[config.mk]
export PLATFORM = sky130hd
export DESIGN_NAME = product_display_ctrl
export DESIGN_NICKNAME = d
export VERILOG_FILES = /design/src/rtl/product_display_ctrl.sv
export SDC_FILE = /design/constraint.sdc
export NUM_CORES = 1
export LEC_CHECK = 0
export BUFFER_PORTS_ARGS = -buffer_cell sky130_fd_sc_hd__buf_2
export CORE_MARGIN = 2
export CORE_UTILIZATION = 34
export DETAILED_ROUTE_END_ITERATION = 7
export GPL_TIMING_DRIVEN = 0
export PLACE_DENSITY = 0.56
export SYNTH_ARGS = -nofsm -noshare
export SYNTH_HDL_FRONTEND = slang
export SYNTH_SLANG_ARGS = --single-unit
[constraint.sdc]
create_clock -name clk -period 3.2 [get_ports clk]
set_clock_uncertainty 0.15 [all_clocks]
set_input_delay 0.16 -clock clk [delete_from_list [all_inputs] [get_ports clk]]
set_output_delay 0.16 -clock clk [all_outputs]
set_load 0.01 [all_outputs]
[src/rtl/product_display_ctrl.sv]
// Shows a signed product on a four-digit seven-segment display: a sign slot plus a three-digit window.
// The magnitude is converted to BCD with a sequential shift-add-3 engine, one bit per clock.
module product_display_ctrl #(
  parameter int WIDTH       = 16,
  parameter int REFRESH_CNT = 100000
) (
  input  logic             clk,
  input  logic             rst,
  input  logic             load,
  input  logic [WIDTH-1:0] product,
  input  logic             scroll_up,
  input  logic             scroll_down,
  output logic [1:0]       en,
  output logic [3:0]       num,
  output logic             busy,
  output logic             done
);

  localparam int NDIG_RAW = (WIDTH * 301) / 1000 + 1;
  localparam int NDIG     = (NDIG_RAW < 5) ? 5 : NDIG_RAW;
  localparam int BW       = 4 * NDIG;
  localparam int CW       = (WIDTH > 1) ? $clog2(WIDTH) : 1;
  localparam int RW       = $clog2(REFRESH_CNT);

  typedef enum logic [1:0] {IDLE, CONVERT, UPDATE} state_t;

  state_t              state_reg;
  logic [WIDTH-1:0]    mag_reg;
  logic [BW-1:0]       bcd_reg;
  logic [CW-1:0]       iter_reg;
  logic                sign_pend_reg;
  logic                sign_reg;
  logic [3:0]          digit_reg [5];
  logic [RW-1:0]       refresh_reg;
  logic [1:0]          offset_reg;

  logic [BW-1:0]       bcd_adj;
  logic [BW+WIDTH-1:0] shifted;
  logic [WIDTH-1:0]    abs_product;
  logic [2:0]          idx;

  // Add-3 correction on every nibble before the shift.
  generate
    for (genvar gi = 0; gi < NDIG; gi++) begin : g_adj
      assign bcd_adj[4*gi +: 4] = (bcd_reg[4*gi +: 4] >= 4'd5) ?
                                  bcd_reg[4*gi +: 4] + 4'd3 : bcd_reg[4*gi +: 4];
    end
  endgenerate

  assign shifted = {bcd_adj, mag_reg} << 1;
  // The most negative value negates to itself, which read as unsigned is exactly its magnitude.
  assign abs_product = product[WIDTH-1] ? (~product + 1'b1) : product;

  always_ff @(posedge clk or posedge rst) begin
    if (rst) begin
      state_reg     <= IDLE;
      mag_reg       <= '0;
      bcd_reg       <= '0;
      iter_reg      <= '0;
      sign_pend_reg <= 1'b0;
      sign_reg      <= 1'b0;
      busy          <= 1'b0;
      done          <= 1'b0;
      for (int i = 0; i < 5; i++) digit_reg[i] <= 4'd0;
    end else begin
      done <= 1'b0;
      case (state_reg)
        IDLE: begin
          if (load) begin
            mag_reg       <= abs_product;
            sign_pend_reg <= product[WIDTH-1];
            bcd_reg       <= '0;
            iter_reg      <= '0;
            busy          <= 1'b1;
            state_reg     <= CONVERT;
          end
        end
        CONVERT: begin
          bcd_reg <= shifted[BW+WIDTH-1:WIDTH];
          mag_reg <= shifted[WIDTH-1:0];
          if (iter_reg == CW'(WIDTH - 1)) state_reg <= UPDATE;
          else iter_reg <= iter_reg + 1'b1;
        end
        UPDATE: begin
          for (int i = 0; i < 5; i++) digit_reg[i] <= bcd_reg[4*i +: 4];
          sign_reg  <= sign_pend_reg;
          done      <= 1'b1;
          busy      <= 1'b0;
          state_reg <= IDLE;
        end
        default: state_reg <= IDLE;
      endcase
    end
  end

  always_ff @(posedge clk or posedge rst) begin
    if (rst) begin
      refresh_reg <= '0;
      en          <= 2'd0;
    end else if (refresh_reg == RW'(REFRESH_CNT - 1)) begin
      refresh_reg <= '0;
      en          <= en + 2'd1;
    end else begin
      refresh_reg <= refresh_reg + 1'b1;
    end
  end

  always_ff @(posedge clk or posedge rst) begin
    if (rst) begin
      offset_reg <= 2'd0;
    end else if (scroll_up && !scroll_down && offset_reg != 2'd2) begin
      offset_reg <= offset_reg + 2'd1;
    end else if (scroll_down && !scroll_up && offset_reg != 2'd0) begin
      offset_reg <= offset_reg - 2'd1;
    end
  end

  // Slot 1 is the most significant digit of the window, slot 3 the least.
  always_comb begin
    idx = {1'b0, offset_reg} + (3'd3 - {1'b0, en});
    if (en == 2'd0) num = sign_reg ? 4'd10 : 4'd15;
    else            num = digit_reg[idx];
  end

endmodule
* Yosys cells after proc, flatten, opt, wreduce, memory -nomap -nowiden
Index checks and enable logic that the tools add are counted.
** Cells by class
- Magnitude comparators :: 6
- Equal/unequal tests :: 8
- Reductions and logical operators :: 17
- Divide/modulo/power cells :: 0
- $mul :: 0
- $add $sub $neg :: 13
- Shift-type cells :: 0
- Bitwise gates (word level) :: 2
- Multiplexer cells :: 27
** Operator list (number)
- case mux 20 bit (2 select lines) :: 1
- two-way mux 4 bit :: 9
- two-way mux 16 bit :: 2
- case mux 16 bit (2 select lines) :: 1
- greater-or-equal comparator 4 x 3 -> 1 bit, second input constant :: 5
- two-way mux 20 bit :: 1
- adder 17 x 1 -> 17 bit, second input constant :: 1
- == test 17 bit, second input constant :: 1
- two-way mux 17 bit :: 1
- adder 16 x 1 -> 16 bit, second input constant :: 1
- adder 4 x 2 -> 4 bit, second input constant :: 4
- NOT 16 bit :: 1
- binary-select mux 4 bit (select 3 bit) :: 1
- two-way mux 2 bit :: 4
- inequality test 2 bit, second input constant :: 4
- case mux 4 bit (2 select lines) :: 1
- AND reduction 2 bit :: 4
- nonzero test 2 bit :: 4
- two-way mux 3 bit :: 2
- adder 2 x 1 -> 2 bit, second input constant :: 2
- adder 4 x 1 -> 4 bit, second input constant :: 1
- == test 4 bit, second input constant :: 1
- greater-or-equal comparator 4 bit, second input constant :: 1
- logical AND 1 bit :: 4
- 13 further kinds :: 16
** Storage, ports and cells
- Memories kept :: 0
- Memory bits (writable) :: 0
- Flip-flop bits (word level) :: 87
- ROM bits :: 0
- Bits in latches :: 0

* Longest topological paths before layout
- Depth after elaboration :: 7
- Mapped depth :: 7
- Mapped depth without buffers :: 7

* Worst setup path after synthesis
No wires, ideal clock.
- Path type :: register to output
- Start point :: reg en[0]
- End point :: out num[2]
- Cell stages (with the launch flop) :: 7
- Data required time :: 2.890 ns
- Slack :: 0.969 ns
- Arrival time :: 1.921 ns
- Path through :: dfrtp_1 -> inv_1 -> ha_1 -> fa_1 -> mux4_2 -> a221oi_1 -> a21oi_1
** On the way
- Longest elaborated chain between the ends :: 7
- Elaborated cells on any way between the ends :: 8
** Ends and longest elaborated chain
- start, declared :: RTL line 13 : output logic [1:0] en,
- start signal, assigned :: RTL line 102 : en <= en + 2'd1;
- subtractor 2 x 2 -> 3 bit :: RTL line 120 : idx = {1'b0, offset_reg} + (3'd3 - {1'b0, en});
- adder 2 x 3 -> 3 bit :: RTL line 120
- NOT 3 -> 4 bit (implied by the code) :: RTL line 122 : else num = digit_reg[idx];
- binary-select mux 4 bit (select 3 bit) :: RTL line 122
- two-way mux 4 bit (implied by the code) (2 in a row) :: RTL line 122
- two-way mux 4 bit (*) :: RTL line 121 : if (en == 2'd0) num = sign_reg ? 4'd10 : 4'd15;
- end, declared :: RTL line 14 : output logic [3:0] num,
Mark *: on every way between the ends. The rest lies on a longest branch, timed or not. The select of a mux whose other input is x is not followed.

* Worst setup path in the final report
Same ends and word-level chain as after synthesis.

==> results.yml <==
status:
  outcome: "completed"
cells_and_area:
  seqCellArea_mm2: 0.002177
  drive_gt1_share_pct: 17.45
  n_antenna_cell: 0
  fill_cells: 1270
  area_growth_pct: 15.93
  multi_input_area_mm2: 0.002127
  nets: 503
  fin_cells: 642
  fin_area_mm2: 0.005162
run:
  drv_cap: 0
global_routing:
  antenna_found_initial: 0
  gr-total-overflow: 0
  grt_usage_pct: 15.04
  grt_max_degree: 59
  grt_pass1_vias: 3198
  grt_pass1_wl_mm: 16.65
sta:
  setup_viol_count_final: 0
  hold_slack_ps: 4.028
  rsz0062_at_grt: "false"
  timing_hold_violations_final: 0
  fmax_mhz: 356.8
  max_slew_margin_pct: 42.83
  worst_pin_slew_ps: 855.8
  period_share_pct: 87.59
  final.min_clock_period_ps: 2803
  maxSlewViolCount: 0
yosys:
  synth_common_cells: "dfrtp_1, o21ai_0, nand3_1"
  yosysUniqueCellTypes: 51
  ys_warn_count: 0
  synth_edf_count: 0
  syn_inst: 421
  synth_seq_cells: 87
  synth_area_mm2: 0.004453
  syn_area_per_cell_um2: 10.58
  synth_fp_nets: 458
  synth_top_area_share_pct: 48.89
  ys_seq_area_share_pct: 48.89
  synth_top_area_cell: "dfrtp_1"
  synth_top_flop_cell: "dfrtp_1"
  synth.area.top_cells: "dfrtp_1, mux2_2, ha_1"
  async_flop_share_pct: 100.0
  synth.most_common_cell: "dfrtp_1"
place:
  hpwl_mm: 7.159
  port_buffers: 28
  postPlaceCellArea_mm2: 0.004838
  dp.cells: 622
  place.gp.congestion: 0.7667
die:
  core_mm2: 0.01272
  rows: 41
  die_area_mm2: 0.01403
  io-pin-count: 29
  initial_core_util_pct: 35.00
  die_x_um: 118.4
  fp.dieH_um: 118.4
clock_tree:
  cts_buffer_depth: 2
  numCtsBuffers: 9
  cts.sinks: 87
  cts_tree: "built"
  cts_setup_buffers: 0
  root_buffer: "clkbuf_16"
  clk_latency_ps: 340
  h-tree-depth: 3
  path_clk_slew_ps: 60
critical_path:
  arrival_ps: 2490
  crit_type: "reg2out"
  worstPathMaxFanout: 5
  startpoint_type: "flip-flop"
  endpoint_kind: "output port"
  cp.required_ps: 2890
route:
  drt_wl_total_mm: 10.02
  first_pass_iters: 5
  drc: 0
  final_antenna_net_count: 0
  drt-vias-per-instance: 5.263
  route.vias.total: 3379
  drt_iter0_drc: 225
  avgRoutedWirePerCell_um: 15.60
pwr:
  cellPowerDensity_mw_per_mm2: 804.9
  ir_drop_v: 0.0002569
  power.total_w: 0.004155
  leakagePower_nw: 2.272
worst_hold_path:
  hp-class: "in2reg"
-- cells in the final DEF (no fill, tap or decap), types with 11 or more instances in the layout --
| master | n |
|---|---|
| o21ai_0 | 36 |
| xnor2_1 | 19 |
| dfrtp_1 | 87 |
| nand2_1 | 25 |
| clkbuf_1 | 15 |
| nor2_1 | 28 |
| xor2_1 | 15 |
| a21oi_1 | 20 |
| ha_1 | 15 |
| a22oi_1 | 11 |
| nand3_1 | 29 |
| inv_1 | 18 |
| mux2_2 | 21 |
| buf_2 | 30 |
-- logic make-up (layout without fill, tap and decap cells) --
kind of cell	count (synthesis)	count (layout)	synth area share (%)
AO/OA/AOI/OAI	95	95	13.46
buffers and inverters	37	86	3.344
multiplexers	27	27	7.783
flip-flops	87	87	48.89
adder cells (fa/ha/maj)	16	16	4.664
XOR/XNOR	34	34	6.687
AND/OR/NAND/NOR	125	125	15.17
-- what timing repair did --
item / 4_1_cts / 5_1_grt
hold buffers: 5 / 0
gates resized for setup: 0 / 0
endpoints found under the hold margin: 33 / 0
-- area by class of cell --
| cell class | instances | share of cell area, % |
|---|---|---|
| sequential | 87 | 42.17 |
| multi-input combinational | 297 | 41.20 |
| clock buffer | 11 | 4.702 |
| timing repair buffer | 34 | 4.217 |
| tap | 172 | 4.169 |
| buffer | 18 | 1.503 |
| inverter | 19 | 1.430 |
| clock inverter | 4 | 0.6059 |
-- worst max-delay path, cell delays in order, from the launching register on --
cell      delay (ps)
dfrtp_1          340
inv_1             80
ha_1             210
fa_1             620
mux4_2           340
a221oi_1         320
a21oi_1           80
buf_2            150
-- power by group --
group	switching (W)	leakage (nW)	internal, W
registers	0.000314	1.12	0.00145
logic	0.000796	1.03	0.000618
clock network	0.000435	0.124	0.000546
total	0.00155	2.27	0.00261
-- per-layer routing --
layer	GRT usage, %	vias up	wire, µm
met2	22.94	81	4569
met5	0	-	0
met4	4.613	0	153
met1	20.79	1676	4853
li1	-	1604	-
met3	4.199	18	439
-- per-stage QoR --
step	util, %	setup slack, ps	TNS, ps
CTS	40.58	345.7	0
floorplan	-	639.8	0
global placement	37.80	-478.0	-41020
global route	40.58	283.1	0
finish	40.58	397.1	0
detailed placement	38.03	719.0	0
-- final timing paths --
kind | startpoint | end | slack (ps) | depth (start not counted)
max | en[0] | num[2] | 400 | 7
min | product[10] | mag_reg[10] | 4 | 3
max reg2reg | state_reg[0] | mag_reg[8] | 990 | 5
min reg2reg | refresh_reg[0] | refresh_reg[0] | 330 | 1
max in group asynchronous | rst | bcd_reg[12] | 2080 | 4
min in group asynchronous | rst | refresh_reg[15] | 210 | 3
(Power assumes the default switching activity.)
